[config.mk]
export PLATFORM = sky130hd
export DESIGN_NAME = lut_dump_capture_ctrl
export DESIGN_NICKNAME = d
export VERILOG_FILES = /design/src/rtl/lut_dump_pkg.sv /design/src/rtl/lut_dump_decim.sv /design/src/rtl/lut_dump_capture_ctrl.sv
export SDC_FILE = /design/constraint.sdc
export NUM_CORES = 1
export LEC_CHECK = 0
export ABC_CLOCK_PERIOD_IN_PS = 3400
export BUFFER_PORTS_ARGS = -buffer_cell sky130_fd_sc_hd__buf_2
export CAP_MARGIN = 10
export CORE_MARGIN = 10
export CORE_UTILIZATION = 58
export DETAILED_ROUTE_END_ITERATION = 7
export HOLD_SLACK_MARGIN = 0.15
export PLACE_DENSITY = 0.84
export SLEW_MARGIN = 15
export SYNTH_ARGS = -nofsm -noshare
export SYNTH_HDL_FRONTEND = slang
export SYNTH_SLANG_ARGS = --single-unit
[constraint.sdc]
create_clock -name clk -period 3.4 [get_ports clk]
set_input_delay 0.34 -clock clk [delete_from_list [all_inputs] [get_ports clk]]
set_output_delay 0.34 -clock clk [all_outputs]
set_load 0.02 [all_outputs]
[src/rtl/lut_dump_pkg.sv]
// Shared types and default widths for the DAC LUT dump capture controller.
package lut_dump_pkg;

   localparam int unsigned ADDR_W_DEF  = 12;
   localparam int unsigned DATA_W_DEF  = 8;
   localparam int unsigned DECIM_W_DEF = 4;

   typedef enum logic [1:0] {
      StIdle    = 2'd0,
      StArmed   = 2'd1,
      StCapture = 2'd2,
      StDone    = 2'd3
   } state_e;

endpackage

[src/rtl/lut_dump_decim.sv]
// Decimation counter: keeps one of every decim+1 valid samples while enabled.
module lut_dump_decim
   import lut_dump_pkg::*;
#(
   parameter int unsigned DECIM_W = DECIM_W_DEF
) (
   input  logic               clk,
   input  logic               rst_n,
   input  logic               clr,
   input  logic               en,
   input  logic               data_valid,
   input  logic [DECIM_W-1:0] decim,
   output logic               accept
);

   localparam logic [DECIM_W-1:0] CntOne = DECIM_W'(1);

   logic [DECIM_W-1:0] cnt_q, cnt_d;

   always_comb begin
      cnt_d = cnt_q;
      if (clr) begin
         cnt_d = '0;
      end else if (en && data_valid) begin
         cnt_d = (cnt_q == decim) ? '0 : cnt_q + CntOne;
      end
   end

   assign accept = en & data_valid & (cnt_q == '0);

   always_ff @(posedge clk) begin
      if (!rst_n) begin
         cnt_q <= '0;
      end else begin
         cnt_q <= cnt_d;
      end
   end

endmodule

[src/rtl/lut_dump_capture_ctrl.sv]
// Port A sequencer for the DAC LUT dump buffer: arm, optional sync, decimated fixed-length write.
module lut_dump_capture_ctrl
   import lut_dump_pkg::*;
#(
   parameter int unsigned ADDR_W  = ADDR_W_DEF,
   parameter int unsigned DATA_W  = DATA_W_DEF,
   parameter int unsigned DECIM_W = DECIM_W_DEF
) (
   input  logic               clk,
   input  logic               rst_n,
   input  logic               arm,
   input  logic               abort,
   input  logic               use_sync,
   input  logic [DECIM_W-1:0] decim,
   input  logic [ADDR_W-1:0]  len_m1,
   input  logic               sync_in,
   input  logic [DATA_W-1:0]  data_in,
   input  logic               data_valid,
   output logic               bram_en_a,
   output logic               bram_we,
   output logic [ADDR_W-1:0]  bram_addr,
   output logic [DATA_W-1:0]  bram_wr_data,
   output logic               busy,
   output logic               done,
   output logic [ADDR_W:0]    wr_count
);

   localparam logic [ADDR_W-1:0] AddrOne = ADDR_W'(1);
   localparam logic [ADDR_W:0]   CntOne  = (ADDR_W + 1)'(1);

   state_e              state_q, state_d;
   logic                arm_q;
   logic                use_sync_q, use_sync_d;
   logic [DECIM_W-1:0]  decim_q, decim_d;
   logic [ADDR_W-1:0]   len_m1_q, len_m1_d;
   logic [ADDR_W-1:0]   acc_idx_q, acc_idx_d;
   logic                last_q, last_d;
   logic                we_q, we_d;
   logic [ADDR_W-1:0]   addr_q, addr_d;
   logic [DATA_W-1:0]   wr_data_q, wr_data_d;
   logic                busy_q, busy_d;
   logic                done_q, done_d;
   logic [ADDR_W:0]     wr_count_q, wr_count_d;

   logic arm_edge, decim_clr, decim_en, accept;

   assign arm_edge = arm & ~arm_q;

   // The sync sample itself is word 0, so the counter is enabled on it while still ARMED.
   assign decim_en = ((state_q == StCapture) && !last_q) ||
                     ((state_q == StArmed) && use_sync_q && sync_in);

   lut_dump_decim #(
      .DECIM_W (DECIM_W)
   ) u_decim (
      .clk        (clk),
      .rst_n      (rst_n),
      .clr        (decim_clr),
      .en         (decim_en),
      .data_valid (data_valid),
      .decim      (decim_q),
      .accept     (accept)
   );

   always_comb begin
      state_d    = state_q;
      use_sync_d = use_sync_q;
      decim_d    = decim_q;
      len_m1_d   = len_m1_q;
      acc_idx_d  = acc_idx_q;
      last_d     = last_q;
      we_d       = 1'b0;
      addr_d     = addr_q;
      wr_data_d  = wr_data_q;
      wr_count_d = wr_count_q;
      decim_clr  = 1'b0;

      if (accept) begin
         we_d      = 1'b1;
         wr_data_d = data_in;
         acc_idx_d = acc_idx_q + AddrOne;
         if (acc_idx_q == len_m1_q) begin
            last_d = 1'b1;
         end
      end

      if (we_q) begin
         addr_d     = addr_q + AddrOne;
         wr_count_d = wr_count_q + CntOne;
      end

      unique case (state_q)
         StIdle, StDone: begin
            if (arm_edge) begin
               state_d    = StArmed;
               use_sync_d = use_sync;
               decim_d    = decim;
               len_m1_d   = len_m1;
               acc_idx_d  = '0;
               last_d     = 1'b0;
               addr_d     = '0;
               wr_count_d = '0;
               decim_clr  = 1'b1;
            end
         end
         StArmed: begin
            if (!use_sync_q || accept) begin
               state_d = StCapture;
            end
         end
         StCapture: begin
            // last_q is set only in the write cycle of the final word.
            if (last_q) begin
               state_d = StDone;
            end
         end
      endcase

      if (abort) begin
         state_d = StIdle;
         we_d    = 1'b0;
      end

      busy_d = (state_d == StArmed) || (state_d == StCapture);
      done_d = (state_d == StDone);
   end

   always_ff @(posedge clk) begin
      if (!rst_n) begin
         state_q    <= StIdle;
         arm_q      <= 1'b0;
         use_sync_q <= 1'b0;
         decim_q    <= '0;
         len_m1_q   <= '0;
         acc_idx_q  <= '0;
         last_q     <= 1'b0;
         we_q       <= 1'b0;
         addr_q     <= '0;
         wr_data_q  <= '0;
         busy_q     <= 1'b0;
         done_q     <= 1'b0;
         wr_count_q <= '0;
      end else begin
         state_q    <= state_d;
         arm_q      <= arm;
         use_sync_q <= use_sync_d;
         decim_q    <= decim_d;
         len_m1_q   <= len_m1_d;
         acc_idx_q  <= acc_idx_d;
         last_q     <= last_d;
         we_q       <= we_d;
         addr_q     <= addr_d;
         wr_data_q  <= wr_data_d;
         busy_q     <= busy_d;
         done_q     <= done_d;
         wr_count_q <= wr_count_d;
      end
   end

   assign bram_en_a    = we_q;
   assign bram_we      = we_q;
   assign bram_addr    = addr_q;
   assign bram_wr_data = wr_data_q;
   assign busy         = busy_q;
   assign done         = done_q;
   assign wr_count     = wr_count_q;

endmodule

Word level (Yosys, flattened, before mapping)
Index checks and enable logic that the tools add are counted.
{ "classes": {"n_addsub": 4, "n_eq_ne": 8, "n_mux": 22, "bitwise_logic": 5, "n_reduce_logical": 15} }
{ "ops": {"columns": ["op", "n"], "rows": [
  ["$mux 12", 6],
  ["$mux 13", 3],
  ["$add 12x1->12 const B", 2],
  ["$add 13x1->13 const B", 1],
  ["$eq 12x12->1", 1],
  ["$eq 2x2->1 const B", 4],
  ["$mux 2", 4],
  ["$mux 1", 7],
  ["$pmux 2 s3", 1],
  ["$reduce_or 2->1", 3],
  ["$add 4x1->4 const B", 1],
  ["$eq 2x1->1 const B", 2],
  ["$eq 4x4->1", 1],
  ["$logic_and 1x1->1", 4],
  ["$logic_not 4->1", 1],
  ["$mux 4", 1],
  ["$and 1x1->1", 3],
  ["$logic_or 1x1->1", 3],
  ["$logic_not 1->1", 2],
  ["$logic_not 2->1", 1],
  ["$not 1->1", 2],
  ["$reduce_and 2->1", 1]
]} }
{ "totals": {"ff_bits": 73, "in_bits": 31, "out_inout_bits": 37, "elab_cells": 68} }

Logic depth before layout (Yosys ltp)
Gate-level depths: netlist of the first run.
{ "depth": {"ltp_word": 12, "ltp_mapped": 8, "ltp_nobuf": 8} }

By module
A second synthesis of the first run with hierarchy kept.
{ "hier_totals": {"hier_cells": 359, "hier_area_um2": 3308.2} }
{ "modules_own_cells": {"columns": ["module", "instances", "cells_per_inst", "area_each_um2", "seq_area_each_um2"], "rows": [
  ["lut_dump_capture_ctrl", 1, 326, 3017.9, 1381.3],
  ["lut_dump_decim", 1, 33, 290.3, 80.1]
]} }

Least setup slack after synthesis of the first run
Ideal clock, no wire load.
{ "synth_timing": {"path_type": "register to register", "from": "register u_decim.cnt_q[0]", "to": "register busy_q (netlist: busy)", "setup_time_ns": 0.115, "arrival_time_ns": 1.816, "required_ns": 3.285, "setup_slack_ns": 1.469, "path_stages_with_launch": 9, "path_buffers": 0, "period_less_slack_ns": 1.931, "cell_sequence": "dfxtp_1 inv_1 ha_1 nand4bb_4 a21oi_1 o21ai_0 a221oi_1 ha_1 and2_1"} }
{ "synth_between": {"elab_chain_cells": 8, "elab_cells_between_ends": 9, "cone_classes": "2 x eq/ne; 3 x mux; 1 x bitwise; 3 x reduce/logical"} }
{ "synth_rtl": {"columns": ["item", "line", "source"], "rows": [
  ["start, declared", "lut_dump_decim.sv:18", "logic [DECIM_W-1:0] cnt_q, cnt_d;"],
  ["start signal, assigned", "lut_dump_decim.sv:35", "cnt_q <= cnt_d;"],
  ["$logic_not 4->1 (*)", "lut_dump_decim.sv:29", "assign accept = en & data_valid & (cnt_q == '0);"],
  ["$and 1x1->1 (*)", "lut_dump_decim.sv:29", null],
  ["$logic_or 1x1->1 (*)", "lut_dump_capture_ctrl.sv:107", "if (!use_sync_q || accept) begin"],
  ["$mux 2 (*)", "lut_dump_capture_ctrl.sv:107", null],
  ["$pmux 2 s3 (*)", "lut_dump_capture_ctrl.sv:92", "unique case (state_q)"],
  ["$mux 2 (*)", "lut_dump_capture_ctrl.sv:119", "if (abort) begin"],
  ["named net state_d[1]", "lut_dump_capture_ctrl.sv:31", "state_e state_q, state_d;"],
  ["$eq 2x1->1 / $eq 2x2->1 (equally long branches)", "lut_dump_capture_ctrl.sv:124", "busy_d = (state_d == StArmed) || (state_d == StCapture);"],
  ["$logic_or 1x1->1 (*)", "lut_dump_capture_ctrl.sv:124", null],
  ["named net busy_d", "lut_dump_capture_ctrl.sv:41", "logic busy_q, busy_d;"],
  ["end signal, assigned", "lut_dump_capture_ctrl.sv:154", "busy_q <= busy_d;"],
  ["end, declared", "lut_dump_capture_ctrl.sv:41", null]
]} }
Mark *: on every way through the listed nets, which the timed path passes. The rest lies on a longest branch.
A chain may end at the register's enable or synchronous reset.

Worst setup path in the final report of the first run
{ "layout_timing": {"from": "register state_q[0]", "to": "register busy_q (netlist: busy)"} }
{ "layout_between": {"elab_chain_cells": 12, "elab_cells_between_ends": 20, "cone_classes": "5 x eq/ne; 5 x mux; 2 x bitwise; 8 x reduce/logical"} }
{ "layout_rtl": {"columns": ["item", "line", "source"], "rows": [
  ["start, declared", "lut_dump_capture_ctrl.sv:31", null],
  ["start signal, assigned", "lut_dump_capture_ctrl.sv:130", "state_q <= StIdle;"],
  ["start signal, assigned", "lut_dump_capture_ctrl.sv:144", "state_q <= state_d;"],
  ["$eq 2x1->1", "lut_dump_capture_ctrl.sv:51, lut_dump_capture_ctrl.sv:92", null],
  ["$logic_and 1x1->1 (2 in a row)", "lut_dump_capture_ctrl.sv:51", "((state_q == StArmed) && use_sync_q && sync_in);"],
  ["$logic_or 1x1->1", "lut_dump_capture_ctrl.sv:50", "assign decim_en = ((state_q == StCapture) && !last_q) ||"],
  ["$and 1x1->1 (2 in a row)", "lut_dump_decim.sv:29", null],
  ["$logic_or 1x1->1", "lut_dump_capture_ctrl.sv:107", null],
  ["$mux 2", "lut_dump_capture_ctrl.sv:107", null],
  ["$pmux 2 s3 (*)", "lut_dump_capture_ctrl.sv:92", null],
  ["$mux 2 (*)", "lut_dump_capture_ctrl.sv:119", null],
  ["named net state_d[0]", "lut_dump_capture_ctrl.sv:31", null],
  ["$eq 2x1->1 / $eq 2x2->1 (equally long branches)", "lut_dump_capture_ctrl.sv:124", null],
  ["$logic_or 1x1->1 (*)", "lut_dump_capture_ctrl.sv:124", null],
  ["named net busy_d", "lut_dump_capture_ctrl.sv:41", null]
]} }
Marks and branches as above.

==> impl_metrics.ini, run 1 <==
[run_status]
status = finished clean

[synthesis]
synthArstFlopShare_pct = 0
netlist_instances = 377
synth_flop_cell = dfxtp_1
synth.ff_latch_count = 73
avgSynthCellArea_um2 = 8.75
seq_area_frac_synth_pct = 44.3
synth_area_um2 = 3300
ys_types = 45
synth_edf_count = 0
syn_nets = 416
ys_warn_count = 0

[layout]
layout_common_cells = dfxtp_1, buf_2, nand2_1, nor2_1, a21boi_0
nets = 483
drive_gt1_share_pct = 20.3
stdcell_count = 521
synthToLayoutAreaGrowth_pct = 18.1
final_common_cell = dfxtp_1
utilization_pct = 70.8
diodes = 0
fillerInstances = 465

[place]
dp_worst_setup_slack_ns = 0.824
hpwl_um = 5520
portBuffers = 67
dp_cells = 505
gp_congestion = 0.873

[setup_path]
worstSetupEndpointType = flop
slowest_delay_ns = 0.70
cp.required_ns = 3.65
arrival_ns = 2.80
rr_startpoint = state_q[0]
cp_max_fo = 13
critical_path.cell_chain = inv_1 > ha_1 > and2b_1 > o21ai_1 > a311oi_1 > nor3_1 > ha_1 > and2_1
cp_common_cell = ha_1
rr_endpoint = busy
critical_path_class = reg2reg
r2r_slack_ns = 0.85
worstRegToRegCells = 8
start_kind = flop
critPathTopFamily = compound AO/OA/AOI/OAI gates
critPathBufInv = 1
critPathSlowestCell = o21ai_1

[hold_path]
hp-start = abort
holdPathEnd = state_q[0]
min_path_cells = 2
min_path_type = in2reg

[clocking]
numCtsBuffers = 9
clk_latency_ns = 0.35
cts.sinks = 73
cts_setup_buffers = 0
clk_pin_slew_ns = 0.07
cts_tree = done
hold_buffers = 0
ctsHtreeMaxLevel = 3
root_buffer = clkbuf_8
post_cts_resized = 0
cts_buffer_depth = 2

[drt]
via_per_inst = 5.38
routedWlPerCell_um = 14.4
vias = 2802
drc = 0
ant_nets = 0
drtIter0Drc = 134
dr.pass1.iters = 4
finalWirelength_um = 7510

[power]
totalPowerFinal_mw = 1.68
internal_power_mw = 1.28
p_sw_share_pct = 23.8
leakagePower_nw = 1.54
p_switching_uw = 400
power_density_nw_per_um2 = 430
clkPwrFrac_pct = 40.5
seq_power_share_pct = 52.7
peakVddDrop_mv = 0.359
combinationalPowerShare_pct = 6.8

[global_routing]
grt_pass1_wl_um = 12500
use_met3_pct = 7.31
antenna_found_initial = 0
met1_usage_pct = 19.7
grt-busiest-layer = met2
globalRoute.totalOverflow = 0
grt_max_degree = 32
grt_usage_pct = 17.1
grt_pass1_vias = 2779
met2_usage_pct = 27.3

[timing]
fin_ws_ns = 0.847
slew_violations = 0
max_freq_ghz = 0.392
finalCritPeriodShare_pct = 75.1
min_period_ns = 2.55
worstMarginPinSlew_ns = 0.891
setup-tns-final_ns = 0
rsz0062_at_grt = no
skew_ns = 0.00568
hold_viol_final = 0
setup_viol = 0
slew_headroom_pct = 40.3

[floorplan]
coreArea_um2 = 5510
boundaryPins = 68
rows = 27
dieArea_um2 = 9110
die-height_um = 95.4
die-width_um = 95.4
initial_utilization_pct = 59.9

[run]
drv_cap = 0
==> worst max-delay path by stage <==
stage / from / end / depth (start not counted)
3_3_place_gp: state_q[0] / busy / 8
5_1_grt: state_q[0] / busy / 8
3_5_place_dp: state_q[0] / busy / 8
2_1_floorplan: u_decim.cnt_q[0] / busy / 8
4_1_cts: state_q[0] / busy / 8
6_report: state_q[0] / busy / 8
==> per-stage QoR <==
stage,instance area (um^2),hold WS (ns)
after detailed placement,3700,0.455
after global routing,3900,0.194
final,3900,0.210
after floorplan,3300,0.417
after CTS,3900,0.191
after global placement,3700,0.449
==> sequential cells by signal (all words and copies together), names as in the netlist, 2 cells and up <==
| name | count |
|---|---|
| state_q | 2 |
| len_m1_q | 12 |
| decim_q | 4 |
| bram_addr | 12 |
| wr_count | 13 |
| bram_wr_data | 8 |
| u_decim.cnt_q | 4 |
| acc_idx_q | 12 |
==> kinds of logic (layout without fill, tap and decap cells) <==
kind of cell,after synthesis,after routing,share of synthesized area [%]
muxes,3,3,0.910
DFF,73,73,44.3
buffers and inverters,26,98,3.19
xor gates and xnor gates,44,44,11.7
AOI/OAI and AO/OA,62,62,12.6
and+or+nand+nor,161,161,24.3
adders and majority gates,8,8,3.03
==> layout make-up <==
type	count	area, um^2	area share (%)
Clock inverter	5	55.1	1.41
Tap cell	72	90.1	2.31
Inverter	12	45.0	1.16
Clock buffer	11	141	3.63
Sequential cell	73	1460	37.5
Multi-Input combinational cell	278	1730	44.5
Timing Repair Buffer	70	370	9.51
==> per-layer routing <==
metal  part of all wire [%]  vias up
li1                       -     1424
met1                     43     1276
met2                     45       93
met3                     10        9
met4                    1.4        0
met5                      0        -
==> power by group through the flow <==
| stage | sequential, mW | clock, mW | combinational [mW] |
|---|---|---|---|
| after floorplan | 0.904 | 0 | 0.0708 |
| after global placement | 0.903 | 0 | 0.111 |
| after detailed placement | 0.904 | 0 | 0.114 |
| after CTS | 0.884 | 0.693 | 0.115 |
| after global routing | 0.886 | 0.727 | 0.130 |
| final | 0.884 | 0.679 | 0.114 |
==> Yosys cell counts (2+ instances only) <==
master	count	area (um^2)
dfxtp_1	73	1460
and3_1	2	12.5
or3_1	6	37.5
nor4_1	7	43.8
nand2b_1	2	12.5
nand2_1	63	236
o211ai_1	2	15.0
nand3b_1	2	15.0
xor2_1	21	184
o31ai_1	2	15.0
o21ai_0	10	50.1
clkbuf_1	8	30.0
a21oi_1	12	60.1
a2111oi_0	2	17.5
buf_2	2	10.0
a21boi_0	25	188
xnor2_1	23	201
inv_1	12	45.0
or4_1	2	15.0
nor2_1	34	128
nor3b_1	2	15.0
nand3_1	13	65.1
a211oi_1	2	15.0
nor3_1	4	20.0
buf_1	2	7.51
mux2i_1	3	30.0
o21ai_1	2	10.0
and2_1	4	25.0
nand4_1	11	68.8
a221oi_1	2	17.5
ha_1	8	100
Power figures use the tool's default switching activity.
==> inputs of run 2 (changes only) <==
- ABC_AREA: default -> 1
- ABC_CLOCK_PERIOD_IN_PS: 3400 -> 2140
- CORE_UTILIZATION: 58 -> 50
- PLACE_DENSITY: 0.84 -> 0.76
- clock period: 3.4 -> 2.14 ns (I/O delays scaled with it)
==> run 2 against run 1 <==
Compared with the run above: count of clock-buffer cells in the layout is 1 lower; highest routed layer unchanged; critical path depth shrank 1; fmax grew 30%.
==> impl_metrics.ini, run 2 <==
[run_status]
status = finished clean

[place]
portBuffers = 67
hpwl_um = 5870
gp_congestion = 0.808
dp_worst_setup_slack_ns = 0.206

[floorplan]
die-width_um = 103
rows = 30
dieArea_um2 = 10700
coreArea_um2 = 6760
die-height_um = 103
boundaryPins = 68
initial_utilization_pct = 51.4

[clocking]
root_buffer = clkbuf_8
cts_tree = done
cts_setup_buffers = 0
cts.sinks = 73
ctsHtreeMaxLevel = 3
numCtsBuffers = 9
clk_latency_ns = 0.35
cts_buffer_depth = 2
clk_pin_slew_ns = 0.07

[layout]
nets = 619
multiInputGateArea_um2 = 1730
largest_register_ffs = 13
layout_common_cells = nand2_1, nor2_1, dfxtp_1, buf_2, inv_1
fillerInstances = 564
final_common_cell = nand2_1
synthToLayoutAreaGrowth_pct = 26.0
diodes = 0
drive_gt1_share_pct = 18.5
seq_area_um2 = 1460

[setup_path]
critPathBufInv = 3
critPathSlowestCell = clkinvlp_2
cp.required_ns = 2.41
worstSetupEndpointType = flop
critical_path.cell_chain = inv_1 > ha_1 > nand2_1 > inv_2 > nor2_2 > clkinvlp_2 > nor2_1
start_kind = flop
cp_max_fo = 13
slowest_delay_ns = 0.53
arrival_ns = 2.23
critical_path_class = reg2reg
critPathTopFamily = buffers and inverters

[synthesis]
synth_area_um2 = 3470
ys_warn_count = 0
seq_area_frac_synth_pct = 42.1
synth_flop_cell = dfxtp_1
netlist_instances = 485
synth.most_common_cell = nand2_1
synthTopCellsByArea = dfxtp_1, nand2_1, nor2_1
synth.ff_latch_count = 73
avgSynthCellArea_um2 = 7.16
synthTopCellsByCount = nand2_1, nor2_1, dfxtp_1
syn_nets = 524
synth_top_area_share_pct = 42.1
synth_edf_count = 0
synthArstFlopShare_pct = 0
synth.largest_area_cell = dfxtp_1
ys_types = 28

[run]
drv_cap = 0

[drt]
via_per_inst = 4.99
routedWlPerCell_um = 13.0
vias = 3311
drtIter0Drc = 160
ant_nets = 0
dr.pass1.iters = 4
finalWirelength_um = 8640
drc = 0

[global_routing]
grt_usage_pct = 17.1
grt_pass1_vias = 3349
antenna_found_initial = 0
grt_pass1_wl_um = 14700
grt_max_degree = 28
globalRoute.totalOverflow = 0

[timing]
finalCritPeriodShare_pct = 91.6
fin_ws_ns = 0.179
setup-tns-final_ns = 0
setup_viol = 0
min_period_ns = 1.96
slew_headroom_pct = 64.5
skew_ns = 0.0102
rsz0062_at_grt = no
worstMarginPinSlew_ns = 0.529
slew_violations = 0
hold_viol_final = 0
max_freq_ghz = 0.510

[power]
power_density_nw_per_um2 = 706
leakagePower_nw = 1.93
peakVddDrop_mv = 0.426

[hold_path]
min_path_type = in2reg
[run 2: cell count changes after synthesis, moves of 5 or more]
cell	before	now
xnor2_1	23	5
nor2_1	34	93
a21oi_1	12	26
a21boi_0	25	1
o21ai_0	10	29
nor3_1	4	12
inv_1	12	46
nand4_1	11	6
nand2_1	63	106
nor4_1	7	0
or3_1	6	0
[run 2: repair_timing]
item                       4_1_cts  5_1_grt
resized for setup                0        1
setup endpoints to repair        0        2
hold endpoints to repair        24        0
hold buffers                    24        0
[run 2: logic make-up after synthesis]
| family | count (synthesis) | share of synthesized area, % |
|---|---|---|
| and+or+nand+nor | 253 | 31.2 |
| DFF | 73 | 42.1 |
| buffers and inverters | 65 | 8.14 |
| AOI/OAI and AO/OA | 57 | 8.36 |
| xor gates and xnor gates | 29 | 7.31 |
| adders and majority gates | 8 | 2.88 |
[run 2: worst min-delay path: stages]
cell     delay, ns
buf_2         0.08
o21ai_0       0.07
nor2_1        0.10
[run 2: report_power, final]
group / total, mW / switching (mW) / leakage (nW) / internal (mW)
sequential: 1.42 / 0.0255 / 0.592 / 1.39
combinational: 0.254 / 0.138 / 1.21 / 0.116
clock: 1.41 / 0.525 / 0.127 / 0.889
[run 2: worst paths after layout]
kind              startpoint         endpoint  slack (ns)  cells after the start
max reg2reg       state_q[0]    acc_idx_q[11]        0.18                      7
min reg2reg  bram_wr_data[4]  bram_wr_data[4]        0.47                      2
max               state_q[0]    acc_idx_q[11]        0.18                      7
min                len_m1[3]      len_m1_q[3]        0.16                      3
[run 2: cell type report]
cell class                      instances  area share, %
Multi-Input combinational cell        347           39.5
Clock inverter                          5           2.95
Timing Repair inverter                  1          0.114
Tap cell                               80           2.29
Sequential cell                        73           33.4
Clock buffer                           10           2.92
Inverter                               49           4.29
Timing Repair Buffer                   99           14.5
[run 2: per-layer routing]
metal / vias up / GRT usage (%) / routed length, um
met5: - / 0 / 0
met4: 0 / 6.31 / 85
met3: 9 / 4.72 / 524
met2: 76 / 31.5 / 4400
met1: 1521 / 18.1 / 3630
li1: 1705 / - / -
[run 2: stage by stage]
step / util (%) / std cells / hold slack (ns) / power (mW) / instance area, um^2
2_1_floorplan: - / 485 / 0.293 / 1.59 / 3470
3_3_place_gp: 57.3 / 624 / 0.417 / 1.66 / 3870
3_5_place_dp: 57.3 / 624 / 0.418 / 1.66 / 3870
4_1_cts: 64.6 / 663 / 0.154 / 3.09 / 4370
5_1_grt: 64.8 / 664 / 0.186 / 3.19 / 4380
6_report: 64.8 / 664 / 0.160 / 3.09 / 4380
==> inputs of run 3 (changes only) <==
- ABC_CLOCK_PERIOD_IN_PS: 2140 -> 1830
- CORE_UTILIZATION: 50 -> 55
- PLACE_DENSITY: 0.76 -> 0.8
- clock period: 2.14 -> 1.83 ns (I/O delays scaled with it)
==> run 3 against run 2 <==
Compared with the run above: sequential power increased by 17%; global-route usage grew 0.68 points; die area decreased by 7.4%; power rose by 17%; critical path depth grew 5; first-iteration DRC count grew 8.1%; flip-flop and latch count stayed put; setup slack got worse by 0.13 ns; utilization grew 8.8 points; count of clock-buffer cells in the layout stayed put; critical endpoint is now busy.
==> impl_metrics.ini, run 3 (synthesis gave the netlist of run 2 again) <==
[layout]
final_common_cell = nand2_1
diodes = 0
largest_register_ffs = 13
stdcell_count = 662
synthToLayoutAreaGrowth_pct = 27.6
layout_common_cells = nand2_1, nor2_1, dfxtp_1, buf_2, inv_1
utilization_pct = 73.5
drive_gt1_share_pct = 19.8
nets = 622

[clocking]
cts.sinks = 73
cts_buffer_depth = 2
numCtsBuffers = 9
root_buffer = clkbuf_8
clk_latency_ns = 0.36
cts_tree = done
clk_pin_slew_ns = 0.07
ctsHtreeMaxLevel = 3

[timing]
setup_viol = 0
hold_viol_final = 0
slew_violations = 0
finalCritPeriodShare_pct = 97.3
max_freq_ghz = 0.561
hold_slack_ns = 0.218
min_period_ns = 1.78
skew_ns = 0.00911
slew_headroom_pct = 75.9
fin_ws_ns = 0.0485
worstMarginPinSlew_ns = 0.362

[power]
leakagePower_nw = 1.96
totalPowerFinal_mw = 3.62
peakVddDrop_mv = 0.606
power_density_nw_per_um2 = 817

[run]
drv_cap = 0

[drt]
drc = 0
routedWlPerCell_um = 13.4
ant_nets = 0
dr.pass1.iters = 4
finalWirelength_um = 8840
via_per_inst = 5.02
vias = 3322
drtIter0Drc = 173

[setup_path]
cp_max_fo = 5
critPathSlowestCell = dfxtp_2
start_kind = flop
worstRegToRegCells = 12
rr_startpoint = state_q[1]
arrival_ns = 2.04
cp_common_cell = nand3_1
r2r_slack_ns = 0.05
cp.required_ns = 2.09
path_depth = 12
rr_endpoint = busy
critical_path_class = reg2reg
critPathBufInv = 3
slowest_delay_ns = 0.34
worstSetupEndpointType = flop
critical_path.cell_chain = inv_2 > ha_2 > nand3_1 > nand2_2 > nand3_4 > nand3_1 > nand2_1 > nand3_1 > inv_1 > ha_1 > nand2_1 > inv_1
critPathTopFamily = simple AND/OR/NAND/NOR gates

[hold_path]
hp-start = rst_n
holdPathEnd = busy
min_path_cells = 3
min_path_type = in2reg

[place]
gp_congestion = 0.827
hpwl_um = 6020
portBuffers = 67
dp_cells = 620
dp_worst_setup_slack_ns = 0.0458

[floorplan]
boundaryPins = 68
rows = 28
initial_utilization_pct = 57.6
coreArea_um2 = 6030
die-width_um = 99.5
die-height_um = 99.5
dieArea_um2 = 9890

[global_routing]
globalRoute.totalOverflow = 0
grt_max_degree = 24
antenna_found_initial = 0
grt_pass1_vias = 3277
grt_usage_pct = 17.8
use_met3_pct = 7.06
met1_usage_pct = 19.0
grt-busiest-layer = met2
met2_usage_pct = 30.6
grt_pass1_wl_um = 14600

[run_status]
status = finished clean
## run 3: repair_timing
| action | 4_1_cts | 5_1_grt |
|---|---|---|
| hold buffers | 26 | 0 |
| hold endpoints to repair | 26 | 0 |
| endpoints found under the setup margin | 0 | 12 |
| buffers inserted | 0 | 1 |
| resized for setup | 0 | 10 |
## run 3: layer usage
layer / vias to the layer above / wire length, um
met5: - / 0
met4: 0 / 194
met3: 21 / 588
met2: 84 / 4370
met1: 1504 / 3690
li1: 1713 / -
## run 3: power breakdown
part / total (mW) / leakage [nW] / internal [mW] / switching (mW)
combinational: 0.312 / 1.24 / 0.146 / 0.165
clock: 1.65 / 0.127 / 1.04 / 0.611
sequential: 1.66 / 0.593 / 1.63 / 0.0304
total: 3.62 / 1.96 / 2.81 / 0.807
## run 3: cell type report
cell class | instances | area, um^2
clock buffers | 10 | 128
clock inverters | 5 | 129
fillers | 471 | 1590
inverters | 49 | 184
multi-input cells | 347 | 1750
flip-flops and latches | 73 | 1460
well taps | 75 | 93.8
repair buffers | 103 | 683
## run 3: worst register-to-register path, delay by kind of cell, from the launching register on
family                   cells  cell delay (ns)
flip-flops                   1             0.34
buffers and inverters        3             0.18
AND/OR/NAND/NOR              7             0.69
adder cells (fa/ha/maj)      2             0.49
## run 3: per-stage QoR
step	cell area (um^2)	setup TNS (ns)
after floorplan	3470	0
after global placement	3880	0
after detailed placement	3880	0
after CTS	4400	0
after global routing	4430	-0.0679
final	4430	0
## run 3: worst max path at each step
stage                 to  slack (ns)  startpoint
global route        busy       -0.06  state_q[1]
floorplan           busy        0.11  state_q[0]
CTS                 busy      0.0002  state_q[1]
detailed placement  busy        0.05  state_q[1]
finish              busy        0.05  state_q[1]
global placement    busy        0.18  state_q[1]
